===== src/rtl/fifo_reader_if.sv =====
`default_nettype none
// ============================================================================
// Module      : fifo_reader_if
// Description : Bundle of the FIFO-side, downstream-side and status signals
//               of fifo_reader.
//               slave  : view used by fifo_reader (drives rd, m_*, status)
//               master : view used by the FIFO/consumer side
//               Signals: en, nostock, housefull, fifo_dout[DW], m_ready (to
//               reader); rd, m_data[DW], m_valid, rd_count[CNTW],
//               full_hits[8], state[2] (from reader).
// Revision    : 1.0  initial release
// ============================================================================
interface fifo_reader_if #(
    parameter int DW   = 8,
    parameter int CNTW = 16
);
    logic            en;
    logic            nostock;
    logic            housefull;
    logic [DW-1:0]   fifo_dout;
    logic            rd;
    logic [DW-1:0]   m_data;
    logic            m_valid;
    logic            m_ready;
    logic [CNTW-1:0] rd_count;
    logic [7:0]      full_hits;
    logic [1:0]      state;

    modport slave (
        input  en, nostock, housefull, fifo_dout, m_ready,
        output rd, m_data, m_valid, rd_count, full_hits, state
    );

    modport master (
        output en, nostock, housefull, fifo_dout, m_ready,
        input  rd, m_data, m_valid, rd_count, full_hits, state
    );
endinterface
`default_nettype wire


===== src/rtl/fifo_reader.sv =====
`default_nettype none
// ============================================================================
// Module      : fifo_reader
// Description : Drains a show-ahead-less FIFO one byte at a time into a
//               valid/ready downstream port. Each byte walks
//               IDLE -> READ (rd strobe) -> CAPT (data returns) -> HOLD
//               (offered until accepted). Keeps a wrapping count of rd
//               strobes and a saturating count of launches made while the
//               FIFO reported full.
//               Ports: clk, rst (sync, active-low), bus (fifo_reader_if.slave)
// Revision    : 1.0  initial release
// ============================================================================
module fifo_reader #(
    parameter int DW   = 8,
    parameter int CNTW = 16
) (
    input  wire logic      clk,
    input  wire logic      rst,
    fifo_reader_if.slave   bus
);

    localparam logic [1:0] S_IDLE = 2'd0;
    localparam logic [1:0] S_READ = 2'd1;
    localparam logic [1:0] S_CAPT = 2'd2;
    localparam logic [1:0] S_HOLD = 2'd3;

    localparam logic [CNTW-1:0] c_CNT_ONE = {{(CNTW-1){1'b0}}, 1'b1};

    logic [1:0]      r_state;
    logic [DW-1:0]   r_m_data;
    logic            r_m_valid;
    logic [CNTW-1:0] r_rd_count;
    logic [7:0]      r_full_hits;

    logic [1:0]      w_state_nxt;
    logic            w_avail;
    logic            w_xfer;
    logic            w_enter_read;

    // nostock is only looked at through w_avail, and w_avail is only used
    // in IDLE and on a transfer, so the flag is never consulted in READ/CAPT.
    assign w_avail      = bus.en & ~bus.nostock;
    // m_ready is qualified by m_valid so it is ignored while nothing is offered.
    assign w_xfer       = r_m_valid & bus.m_ready;
    assign w_enter_read = (w_state_nxt == S_READ);

    always_comb begin
        w_state_nxt = r_state;
        case (r_state)
            S_IDLE: if (w_avail) w_state_nxt = S_READ;
            S_READ: w_state_nxt = S_CAPT;
            S_CAPT: w_state_nxt = S_HOLD;
            S_HOLD: if (w_xfer) w_state_nxt = w_avail ? S_READ : S_IDLE;
            default: w_state_nxt = S_IDLE;
        endcase
    end

    always_ff @(posedge clk) begin
        if (!rst) begin
            r_state     <= S_IDLE;
            r_m_data    <= '0;
            r_m_valid   <= 1'b0;
            r_rd_count  <= '0;
            r_full_hits <= 8'd0;
        end else begin
            r_state <= w_state_nxt;

            // The strobe is asserted for the single cycle spent in READ.
            if (r_state == S_READ) begin
                r_rd_count <= r_rd_count + c_CNT_ONE;
            end

            // FIFO data is valid the cycle after rd, i.e. while in CAPT.
            if (r_state == S_CAPT) begin
                r_m_data  <= bus.fifo_dout;
                r_m_valid <= 1'b1;
            end else if (w_xfer) begin
                r_m_valid <= 1'b0;
            end

            // Any launch into READ (from IDLE or straight from a transfer)
            // counts when the FIFO is full; stick at 255.
            if (w_enter_read && bus.housefull && (r_full_hits != 8'hFF)) begin
                r_full_hits <= r_full_hits + 8'd1;
            end
        end
    end

    assign bus.rd        = (r_state == S_READ);
    assign bus.m_data    = r_m_data;
    assign bus.m_valid   = r_m_valid;
    assign bus.rd_count  = r_rd_count;
    assign bus.full_hits = r_full_hits;
    assign bus.state     = r_state;

endmodule
`default_nettype wire


===== src/flat_wrapper.sv =====
// flat-port wrapper written by rule: the top's interface ports become plain ports
module fifo_reader_flat 
#(
    parameter int DW   = 8,
    parameter int CNTW = 16
)
  (clk, rst, bus_en, bus_nostock, bus_housefull, bus_fifo_dout, bus_m_ready, bus_rd, bus_m_data, bus_m_valid, bus_rd_count, bus_full_hits, bus_state);
  fifo_reader_if #(.DW(DW), .CNTW(CNTW)) bus_i ();
  input  wire logic clk;
  input  wire logic rst;
  input wire logic [$bits(bus_i.en)-1:0] bus_en;
  input wire logic [$bits(bus_i.nostock)-1:0] bus_nostock;
  input wire logic [$bits(bus_i.housefull)-1:0] bus_housefull;
  input wire logic [$bits(bus_i.fifo_dout)-1:0] bus_fifo_dout;
  input wire logic [$bits(bus_i.m_ready)-1:0] bus_m_ready;
  output wire logic [$bits(bus_i.rd)-1:0] bus_rd;
  output wire logic [$bits(bus_i.m_data)-1:0] bus_m_data;
  output wire logic [$bits(bus_i.m_valid)-1:0] bus_m_valid;
  output wire logic [$bits(bus_i.rd_count)-1:0] bus_rd_count;
  output wire logic [$bits(bus_i.full_hits)-1:0] bus_full_hits;
  output wire logic [$bits(bus_i.state)-1:0] bus_state;
  assign bus_i.en = bus_en;
  assign bus_i.nostock = bus_nostock;
  assign bus_i.housefull = bus_housefull;
  assign bus_i.fifo_dout = bus_fifo_dout;
  assign bus_i.m_ready = bus_m_ready;
  assign bus_rd = bus_i.rd;
  assign bus_m_data = bus_i.m_data;
  assign bus_m_valid = bus_i.m_valid;
  assign bus_rd_count = bus_i.rd_count;
  assign bus_full_hits = bus_i.full_hits;
  assign bus_state = bus_i.state;
  fifo_reader #(.DW(DW), .CNTW(CNTW)) u_core (.clk(clk), .rst(rst), .bus(bus_i));
endmodule

===== config.mk =====
export PLATFORM = sky130hd
export DESIGN_NAME = fifo_reader_flat
export DESIGN_NICKNAME = d
export VERILOG_FILES = /design/src/rtl/fifo_reader_if.sv /design/src/rtl/fifo_reader.sv /design/src/flat_wrapper.sv
export SDC_FILE = /design/constraint.sdc
export NUM_CORES = 1
export LEC_CHECK = 0
export ABC_CLOCK_PERIOD_IN_PS = 2100
export CORE_ASPECT_RATIO = 1.5
export CORE_MARGIN = 2
export CORE_UTILIZATION = 47
export CTS_BUF_LIST = sky130_fd_sc_hd__clkbuf_2
export DETAILED_ROUTE_END_ITERATION = 6
export GPL_TIMING_DRIVEN = 0
export PLACE_DENSITY = 0.81
export SLEW_MARGIN = 20
export SYNTH_ARGS = -nofsm -noshare
export SYNTH_HDL_FRONTEND = slang
export SYNTH_SLANG_ARGS = --single-unit

===== constraint.sdc =====
create_clock -name clk -period 2.1 [get_ports clk]
set_input_delay 0.42 -clock clk [delete_from_list [all_inputs] [get_ports clk]]
set_output_delay 0.42 -clock clk [all_outputs]
set_load 0.1 [all_outputs]

After elaboration in Yosys (flattened, before gate mapping) --
Index checks and enable logic that the tools add are counted.
Operators by class: add/sub/neg operators 2, multipliers 0, div/mod/pow operators 0, order comparisons 0, equal/unequal tests 5, shift operators 0, multiplexer cells 6, bitwise logic cells 3, reduce and logical (&&, ||, !) cells 4
Operators with widths (count):
- adder 16 x 1 -> 16 bit, second input constant | 1
- adder 8 x 1 -> 8 bit, second input constant | 1
- != test 8 bit, second input constant | 1
- one-hot mux 2 bit (4 select lines) | 1
- equality test 2 x 1 -> 1 bit, second input constant | 2
- equality test 2 bit, second input constant | 2
- two-way mux 2 bit | 2
- two-way mux 1 bit | 3
- AND 1 bit | 2
- logical AND 1 bit | 2
- zero test 2 bit | 1
- nonzero test 2 bit | 1
- inverter 1 bit | 1
Word-level totals: flip-flop bits (word level) 35, bits in latches 0, RAM bits 0, bits in read-only memories 0, input bits 14, output and inout port bits 36, word-level logic and storage cells 25, memories 0

Longest topological paths before layout --
Gate-level depths: netlist of run 1.
depth in word-level cells 8, mapped depth 6

Worst setup path after synthesis of run 1 --
Ideal clock, no wire load.
path type register -> register, start point reg u_core.r_state[0], in the netlist u_core.bus.state[0], end point reg u_core.r_rd_count[3], in the netlist u_core.bus.rd_count[3], setup time 0.067 ns, data arrival time 2.794 ns, slack -0.761 ns, stages on the path, launching flop included 7, path through dfxtp_1 > buf_4 > and2b_1 > clkbuf_1 > nand4_1 > xor2_1 > nor2_1
Between the ends: word-level cells in the longest chain between the ends 1
Ends and longest elaborated chain:
- from (decl) | RTL line fifo_reader.sv:29 | logic [1:0] r_state;
- from (signal assigned) | RTL line fifo_reader.sv:66 | r_state <= w_state_nxt;
- equality test 2 x 1 -> 1 bit
- via bus_rd | RTL line flat_wrapper.sv:16 | output wire logic [$bits(bus_i.rd)-1:0] bus_rd;
- to (signal assigned) | RTL line fifo_reader.sv:70 | r_rd_count <= r_rd_count + c_CNT_ONE;
- to (decl) | RTL line fifo_reader.sv:32 | logic [CNTW-1:0] r_rd_count;
The timed path passes the listed nets, and every way through them passes these cells. A chain may end at the register's enable or synchronous reset.

Worst setup path in the final report of run 1 --
start point reg u_core.r_rd_count[2], in the netlist u_core.bus.rd_count[2], end point out bus_rd_count[2]
RTL lines:
- to (decl) | RTL line flat_wrapper.sv:19 | output wire logic [$bits(bus_i.rd_count)-1:0] bus_rd_count;
No word-level cell between the ends.

==> results of run 1 <==
[synthesized netlist by cell type (all sizes together), types with 4 or more instances]
master	count
xnor2	7
nand4	4
a21oi	17
nand2b	5
or4	4
clkbuf	7
o21ai	4
nor3	7
nand3	9
mux2i	6
inv	6
dfxtp	35
nand2	28
o31ai	5
nor2	13
[routing by layer]
metal  vias up  GRT usage  wire [um]
li1        752          -          -
met1       690     0.2127       1465
met2        32     0.3608       1729
met3         8    0.05422        157
met4         0     0.1021         72
met5         -          0          0
[layout make-up]
type,count,share of cell area
plain buffers,10,0.02196
multi-input cells,132,0.3751
well taps,40,0.02374
repair buffers,49,0.2101
flip-flops and latches,35,0.3407
inverters,6,0.01068
clock inverters,2,0.003561
clock buffers,6,0.01424
[placed cells by master (no fill, tap or decap), drive strengths merged, types with 5 or more instances in the layout]
cell type      instances
a21oi                 17
clkbuf                23
clkdlybuf4s15         17
clkdlybuf4s50         13
dfxtp                 35
dlygate4sd2            9
inv                    6
mux2i                  6
nand2                 28
nand2b                 5
nand3                  9
nor2                  13
nor3                   7
o31ai                  5
xnor2                  7
[flip-flops by register name, indices dropped and copies added (netlist names)]
name,count
u_core.bus.state,2
u_core.bus.m_data,8
u_core.bus.full_hits,8
u_core.bus.rd_count,16
u_core.bus.m_valid,1
[power groups by stage]
stage,Combinational [mW],Sequential (mW),Clock (mW)
CTS,0.252,0.697,0.317
global placement,0.261,0.711,0
floorplan,0.0705,0.827,0
finish,0.250,0.697,0.303
detailed placement,0.263,0.711,0
global route,0.262,0.700,0.333
[per-stage QoR]
stage	hold WS, ns	setup WS [ns]
floorplan	0.5560	0.008125
global placement	0.4421	-0.2022
detailed placement	0.4464	-0.2042
CTS	0.4648	0.0004831
global route	0.4808	0.0001033
finish	0.4622	0.05501
[cell families after synthesis]
group	Yosys count	share of synthesized area
buffers and inverters	16	0.04334
AO/OA/AOI/OAI	28	0.1148
adder cells (fa/ha/maj)	2	0.01605
multiplexers	6	0.03852
AND/OR/NAND/NOR	86	0.2817
flip-flops	35	0.4494
XOR/XNOR	10	0.05618
[timing repair]
action | CTS | global route
pin swaps | 0 | 0
buffers inserted | 0 | 0
gates resized for setup | 64 | 21
endpoints found under the setup margin | 36 | 18
[tightest hold or removal path, cell delays in order, from the launching register on]
cell and delay, ns:
dfxtp_1 0.34, nand2_1 0.05, a21oi_1 0.05
[worst min path at each step]
stage	startpoint	end	slack (ns)	cells after the start
floorplan	bus_fifo_dout[0]	u_core.bus.m_data[0]$_SDFFE_PN0P_	0.56	2
global route	u_core.bus.m_data[0]$_SDFFE_PN0P_	u_core.bus.m_data[0]$_SDFFE_PN0P_	0.48	2
detailed placement	u_core.bus.m_data[0]$_SDFFE_PN0P_	u_core.bus.m_data[0]$_SDFFE_PN0P_	0.45	2
finish	u_core.bus.m_data[3]$_SDFFE_PN0P_	u_core.bus.m_data[3]$_SDFFE_PN0P_	0.46	2
global placement	u_core.bus.m_data[0]$_SDFFE_PN0P_	u_core.bus.m_data[0]$_SDFFE_PN0P_	0.44	2
CTS	u_core.bus.m_data[0]$_SDFFE_PN0P_	u_core.bus.m_data[0]$_SDFFE_PN0P_	0.46	2
==> flow_metrics.tcl, run 1 <==
set metrics [dict create \
    run_status "finished, final reports clean" \
    critical_path.slowest_cell "clkdlybuf4s15_1" \
    drive_above_1_share 0.1875 \
    clk_latency_ns 0.39 \
    dieArea_mm2 0.003803 \
    crit_cells 1 \
    io_buffers 49 \
    avgSynthCellArea_um2 8.519 \
    syn_area_mm2 0.001559 \
    vdd_drop_max_v 0.0004427 \
    placementRows 25 \
    clock_power_share 0.242 \
    maxCapViolations 0 \
    intPower_mw 0.8270 \
    finalCoreUtilization 0.6673 \
    setup_viol 0 \
    setup-tns-final_ns 0 \
    drtAntennaViolNets 0 \
    reg2reg_depth 6 \
    place_area_mm2 0.002118 \
    fin_nets 255 \
    cp-end-kind "primary output" \
    cp-start-kind "flop" \
    report.final.slew_viol_count 0 \
    grt_pass1_wl_um 5733 \
    cts_num_sinks 35 \
    drtPass1Iterations 4 \
    synthFlopType "dfxtp_1" \
    drc 0 \
    cp_max_fo 5 \
    drtIter0Drc 19 \
    hold_violations 0 \
    p_leak_nw 0.8168 \
    r2r-start "u_core.bus.full_hits[0]$_SDFFE_PN0P_" \
    n_fill_cell 295 \
    worstSetupEndpoint "bus_rd_count[2]" \
    synth_edf_count 0 \
    grt_pass1_vias 1340 \
    sw_frac_of_total 0.3383 \
    critPathTopFamily "buffers and inverters" \
    wl_per_cell_um 12.23 \
    yosysSeqAreaShare 0.4494 \
    ctsHoldBuffers 0 \
    route.vias.total 1482 \
    synth.top_cell.area_share 0.4494 \
    crit_buf_inv 1 \
    cts_buffer_depth 2 \
    worst_pin_slew_ns 0.9830 \
    synthTopCellsByArea "dfxtp_1 45%, nand2_1 6.7%, a21oi_1 5.5%" \
    fin_crit_ns 2.045 \
    drt-total-wl_um 3425 \
    regArea_um2 718.2 \
    arrival_ns 1.62 \
    dp_hpwl_um 2514 \
    stdcell_count 280 \
    viasPerCell 5.293 \
    seq_power_share 0.557 \
    antenna_found_initial 0 \
    overflow 0 \
    synthCells 183 \
    cpPeakStageDelay_ns 0.83 \
    multi_input_area_um2 790.8 \
    ys_async_sr_fraction 0 \
    syn2layout_area_growth_pct 35.23 \
    skew_ns 0.01066 \
    dp_cells 272 \
    synth_seq_cells 35 \
    fin_area_mm2 0.002108 \
    grt_usage 0.2008 \
    hold_class "reg -> reg" \
    reg2reg_to "u_core.bus.full_hits[5]$_SDFFE_PN0P_" \
    cts_htree_levels 2 \
    cts_tree "yes" \
    path_class "reg -> out" \
    cp.required_ns 1.68 \
    grt_setup_unrepaired "false" \
    power.density_mw_per_mm2 592.8 \
    r2r_slack_ns 0.35 \
    cts.clk_slew.worst_paths_ns 0.16 \
    comb_power_share 0.200 \
    synthDistinctLibCells 32 \
    synth_nets 199 \
    cts_root_buf "clkbuf_2" \
    grt_max_degree 11 \
    clock.fmax_mhz 489.0 \
    yosys_warnings 0 \
    n_antenna_cell 0 \
    finalCritPeriodShare 0.9738 \
    cp_cell_sequence "clkdlybuf4s15_1" \
    numCtsBuffers 5 \
    crit_path_start "u_core.bus.rd_count[2]$_SDFFE_PN0P_" \
    start_util 0.4935 \
    num_io_pins 50 \
    core_mm2 0.003159 \
    die_x_um 51.03 \
    yosys.area.top_type "dfxtp_1" \
    slew_headroom 0.3473 \
    die_h_um 74.54 \
    gp_congestion 0.7257 \
    finalPower_mw 1.250 \
    p_switching_mw 0.4229 \
]
Power figures use the tool's default switching activity.
==> run 2, diff against run 1 <==
CTS_CLUSTER_DIAMETER = 30   (was not set)
HOLD_SLACK_MARGIN = 0.06   (was not set)
SKIP_LAST_GASP = 1   (was not set)
==> run 2 against run 1 <==
Register-to-register slack about the same; die area is the same; global-route usage rose by 0.084 points; worst setup slack got worse by 0.0020 ns; count of clock-buffer cells in the layout unchanged; non-clock buffer count is the same; clock power barely moved; critical path depth is the same; fmax is essentially flat; combinational power about the same; first-iteration DRC count down 16%; cell count unchanged; critical endpoint unchanged; highest routed layer unchanged.
==> flow_metrics.tcl, run 2 (synthesis results as in run 1) <==
set metrics [dict create \
    run_status "finished, final reports clean" \
    dieArea_mm2 0.003803 \
    placementRows 25 \
    core_mm2 0.003159 \
    crit_buf_inv 1 \
    dp_cells 272 \
    min_path_cells 2 \
    route.vias.total 1488 \
    crit_cells 1 \
    whs_ns 0.4614 \
    cp_max_fo 5 \
    ctsHoldBuffers 0 \
    cp.required_ns 1.68 \
    p_leak_nw 0.8171 \
    die_h_um 74.54 \
    cts_num_sinks 35 \
    clk_latency_ns 0.39 \
    grt_pass1_wl_um 5761 \
    overflow 0 \
    drtPass1Iterations 4 \
    report.final.slew_viol_count 0 \
    hold_class "reg -> reg" \
    gp_congestion 0.7257 \
    layout_common_cells "28 x nand2_1, 21 x dfxtp_1, 17 x a21oi_1" \
    cp-end-kind "primary output" \
    fin_crit_ns 2.047 \
    dp_hpwl_um 2514 \
    cp-start-kind "flop" \
    wl_per_cell_um 12.30 \
    layout_commonest_cell "nand2_1" \
    drtIter0Drc 16 \
    drive_above_1_share 0.1875 \
    grt_setup_unrepaired "true" \
    drc 0 \
    hold_violations 0 \
    largest_register_ff_count 16 \
    viasPerCell 5.314 \
    cts_tree "yes" \
    n_antenna_cell 0 \
    die_x_um 51.03 \
    cts_buffer_depth 2 \
    maxCapViolations 0 \
    grt_pass1_vias 1347 \
    stdcell_count 280 \
    finalCritPeriodShare 0.9747 \
    antenna_found_initial 0 \
    num_io_pins 50 \
    drtAntennaViolNets 0 \
    path_class "reg -> out" \
    fin_nets 255 \
    io_buffers 49 \
    cp_cell_sequence "clkdlybuf4s15_1" \
    fin_area_mm2 0.002106 \
    cts.clk_slew.worst_paths_ns 0.17 \
    setup_viol 0 \
    cpPeakStageDelay_ns 0.83 \
    place_area_mm2 0.002118 \
    clock.fmax_mhz 488.5 \
    reg2reg_depth 6 \
    cts_htree_levels 2 \
    drt-total-wl_um 3443 \
    grt_max_degree 11 \
    skew_ns 0.01071 \
    cts_root_buf "clkbuf_2" \
    cts_setup_buffers 0 \
    syn2layout_area_growth_pct 35.07 \
    critical_path.slowest_cell "clkdlybuf4s15_1" \
    worst_pin_slew_ns 0.9853 \
    grt_usage 0.2016 \
    arrival_ns 1.63 \
    power.density_mw_per_mm2 593.8 \
    vdd_drop_max_v 0.0004453 \
    slew_headroom 0.3458 \
    numCtsBuffers 5 \
    critPathTopFamily "buffers and inverters" \
    start_util 0.4935 \
]
==> run 2: changes by cell type in the layout (fill, tap and decap cells not counted), sizes merged <==
| cell | change |
|---|---|
| clkbuf | -1 |
| buf | +1 |
==> run 2: timing repair <==
action                                  4_1_cts  5_1_grt
hold endpoints to repair                      0        0
gates resized for setup                      62       22
endpoints found under the setup margin       36       18
pin swaps                                     0        0
==> run 2: power by group <==
part / total, mW / leakage (nW) / internal, mW / switching [mW]
clock: 0.304 / 0.0281 / 0.0800 / 0.224
combinational: 0.250 / 0.499 / 0.0639 / 0.186
sequential: 0.697 / 0.290 / 0.682 / 0.0141
==> run 2: layer usage <==
layer	global-route usage	vias to the layer above	wire length, um
met5	0	-	0
met4	0.1021	0	72
met3	0.05422	8	157
met2	0.3622	32	1745
met1	0.2139	696	1468
li1	-	752	-
==> run 2: final timing paths <==
| check | startpoint | endpoint | slack, ns |
|---|---|---|---|
| worst min register to register | u_core.bus.m_data[3]$_SDFFE_PN0P_ | u_core.bus.m_data[3]$_SDFFE_PN0P_ | 0.46 |
| worst max-delay path | u_core.bus.rd_count[2]$_SDFFE_PN0P_ | bus_rd_count[2] | 0.05 |
| worst min-delay path | u_core.bus.m_data[3]$_SDFFE_PN0P_ | u_core.bus.m_data[3]$_SDFFE_PN0P_ | 0.46 |
| worst max register to register | u_core.bus.full_hits[0]$_SDFFE_PN0P_ | u_core.bus.full_hits[5]$_SDFFE_PN0P_ | 0.35 |
==> run 2: cell type report <==
| type | count | area (um2) |
|---|---|---|
| clock buffers | 6 | 30.03 |
| repair buffers | 49 | 440.4 |
| fillers | 295 | 1054 |
| plain buffers | 10 | 46.29 |
| clock inverters | 2 | 7.507 |
| flip-flops and latches | 35 | 718.2 |
| inverters | 6 | 22.52 |
| well taps | 40 | 50.05 |
| multi-input cells | 132 | 790.8 |
==> run 2: worst reg2reg max path: stages, from the launching register on <==
cell and delay (ns):
dfxtp_2 0.41, ha_1 0.21, nand2_1 0.08, nor3_1 0.32, clkbuf_1 0.38, or4_1 0.18, a21oi_1 0.06
==> run 2: per-stage QoR <==
stage | setup TNS [ns] | power [mW] | util | setup WS, ns
after floorplan | 0 | 0.8972 | - | 0.008125
after global placement | -0.2024 | 0.9715 | 0.6705 | -0.2022
after detailed placement | -0.2091 | 0.9743 | 0.6705 | -0.2042
after CTS | -0.09807 | 1.267 | 0.6784 | -0.09807
after global routing | -0.02872 | 1.294 | 0.6665 | -0.02872
final | 0 | 1.250 | 0.6665 | 0.05305
==> run 3, diff against run 2 <==
CTS_BUF_LIST = sky130_fd_sc_hd__clkbuf_4 sky130_fd_sc_hd__clkbuf_8   (was sky130_fd_sc_hd__clkbuf_2)
==> run 3 against run 2 <==
Design area is 3.2% higher; critical path depth is the same; global-route usage decreased by 0.38 points; first-iteration DRC count increased by 38%; count of clock-buffer cells in the layout grew 2; sequential cell count unchanged; sequential share of layout area fell by 1.1 points; sequential power hardly changed; combinational power about the same; die area unchanged; largest power group unchanged.
==> flow_metrics.tcl, run 3 (synthesis results as in run 1) <==
set metrics [dict create \
    gp_congestion 0.7257 \
    path_class "reg -> out" \
    slew_headroom 0.3464 \
    reg2reg_to "u_core.bus.full_hits[5]$_SDFFE_PN0P_" \
    syn2layout_area_growth_pct 39.41 \
    die_x_um 51.03 \
    cts_root_buf "clkbuf_8" \
    ctsHoldBuffers 0 \
    drtPass1Iterations 4 \
    antenna_found_initial 0 \
    drtAntennaViolNets 0 \
    die_h_um 74.54 \
    grt_usage 0.1978 \
    grt_max_degree 11 \
    p_leak_nw 0.9434 \
    arrival_ns 1.61 \
    layout_common_cells "35 x dlygate4sd2_1, 28 x nand2_1, 21 x dfxtp_1" \
    setup_viol 0 \
    start_util 0.4935 \
    cts_setup_buffers 0 \
    dp_hpwl_um 2514 \
    maxCapViolations 0 \
    layout_commonest_cell "dlygate4sd2_1" \
    cts_tree "yes" \
    critical_path.slowest_cell "dlygate4sd2_1" \
    cp_max_fo 7 \
    largest_register_ff_count 16 \
    overflow 0 \
    grt_pass1_vias 1349 \
    viasPerCell 5.339 \
    grt_setup_unrepaired "false" \
    hold_violations 0 \
    regArea_um2 718.2 \
    r2r-start "u_core.bus.full_hits[0]$_SDFFE_PN0P_" \
    critPathTopFamily "buffers and inverters" \
    hold_start "u_core.bus.m_data[3]$_SDFFE_PN0P_" \
    cts.clk_slew.worst_paths_ns 0.07 \
    cp-start-kind "flop" \
    finalCritPeriodShare 0.9659 \
    io_buffers 49 \
    cp-end-kind "primary output" \
    cts_num_sinks 35 \
    drive_above_1_share 0.1208 \
    drt-total-wl_um 3425 \
    fin_crit_ns 2.028 \
    clock.fmax_mhz 493.0 \
    n_antenna_cell 0 \
    skew_ns 0.005410 \
    whs_ns 0.4500 \
    run_status "finished, final reports clean" \
    worst_pin_slew_ns 0.9843 \
    placementRows 25 \
    min_path_cells 2 \
    cpPeakStageDelay_ns 0.88 \
    report.final.slew_viol_count 0 \
    hold_class "reg -> reg" \
    cp_cell_sequence "dlygate4sd2_1" \
    drc 0 \
    crit_buf_inv 1 \
    fin_nets 255 \
    dieArea_mm2 0.003803 \
    r2r_slack_ns 0.37 \
    cp.required_ns 1.68 \
    hold_end "u_core.bus.m_data[3]$_SDFFE_PN0P_" \
    cts_htree_levels 2 \
    multi_input_area_um2 790.8 \
    power.density_mw_per_mm2 685.5 \
    core_mm2 0.003159 \
    wl_per_cell_um 12.23 \
    reg2reg_depth 6 \
    drtIter0Drc 22 \
    cts_buffer_depth 2 \
    clk_latency_ns 0.29 \
    cts-resized-gates 37 \
    route.vias.total 1495 \
    vdd_drop_max_v 0.0005625 \
    num_io_pins 50 \
    n_fill_cell 288 \
    numCtsBuffers 5 \
    setup-tns-final_ns 0 \
    grt_pass1_wl_um 5740 \
]
run 3: changes by cell type in the layout (fill, tap and decap cells not counted), sizes merged:
cell,before,now
clkbuf,22,16
clkinv,2,0
buf,4,3
dlygate4sd2,9,35
clkdlybuf4s15,17,0
run 3: area by class of cell:
type                            instances  area share
Tap cell                               40     0.02303
Inverter                                6     0.01036
Sequential cell                        35      0.3305
Buffer                                 10     0.02130
Clock buffer                            8     0.04778
Multi-Input combinational cell        132      0.3638
Timing Repair Buffer                   49      0.2032
run 3: through the flow:
step                worst slack [ns]  area (um2)  power (mW)  cells  utilization
finish                       0.07153        2173       1.490    280       0.6879
global route                 0.03898        2173       1.533    280       0.6879
CTS                          -0.2178        2178       1.512    280       0.6895
detailed placement           -0.2042        2118      0.9743    272       0.6705
global placement             -0.2022        2118      0.9715    272       0.6705
floorplan                   0.008125        1578      0.8972    183            -
run 3: worst max-delay path by stage:
stage,slack [ns],endpoint,cells after the start,start
after floorplan,0.008,u_core.bus.full_hits[1]$_SDFFE_PN0P_,5,u_core.bus.full_hits[2]$_SDFFE_PN0P_
final,0.07,bus_full_hits[2],1,u_core.bus.full_hits[2]$_SDFFE_PN0P_
after global placement,-0.20,bus_rd,4,u_core.bus.state[0]$_SDFF_PN0_
after CTS,-0.22,bus_rd,4,u_core.bus.state[0]$_SDFF_PN0_
after detailed placement,-0.20,bus_rd,4,u_core.bus.state[0]$_SDFF_PN0_
after global routing,0.04,bus_full_hits[2],1,u_core.bus.full_hits[2]$_SDFFE_PN0P_
run 3: power breakdown:
group / total [mW] / internal, mW / leakage, nW / switching [mW]
Sequential: 0.696 / 0.682 / 0.290 / 0.0138
Clock: 0.545 / 0.312 / 0.0549 / 0.233
Combinational: 0.249 / 0.0635 / 0.599 / 0.186
Total: 1.49 / 1.06 / 0.943 / 0.432
run 3: per-layer routing:
layer	GRT usage	vias to the layer above	share of wire
li1	-	750	-
met1	0.2139	697	0.42
met2	0.3622	41	0.52
met3	0.04217	7	0.049
met4	0.09309	0	0.019
met5	0	-	0
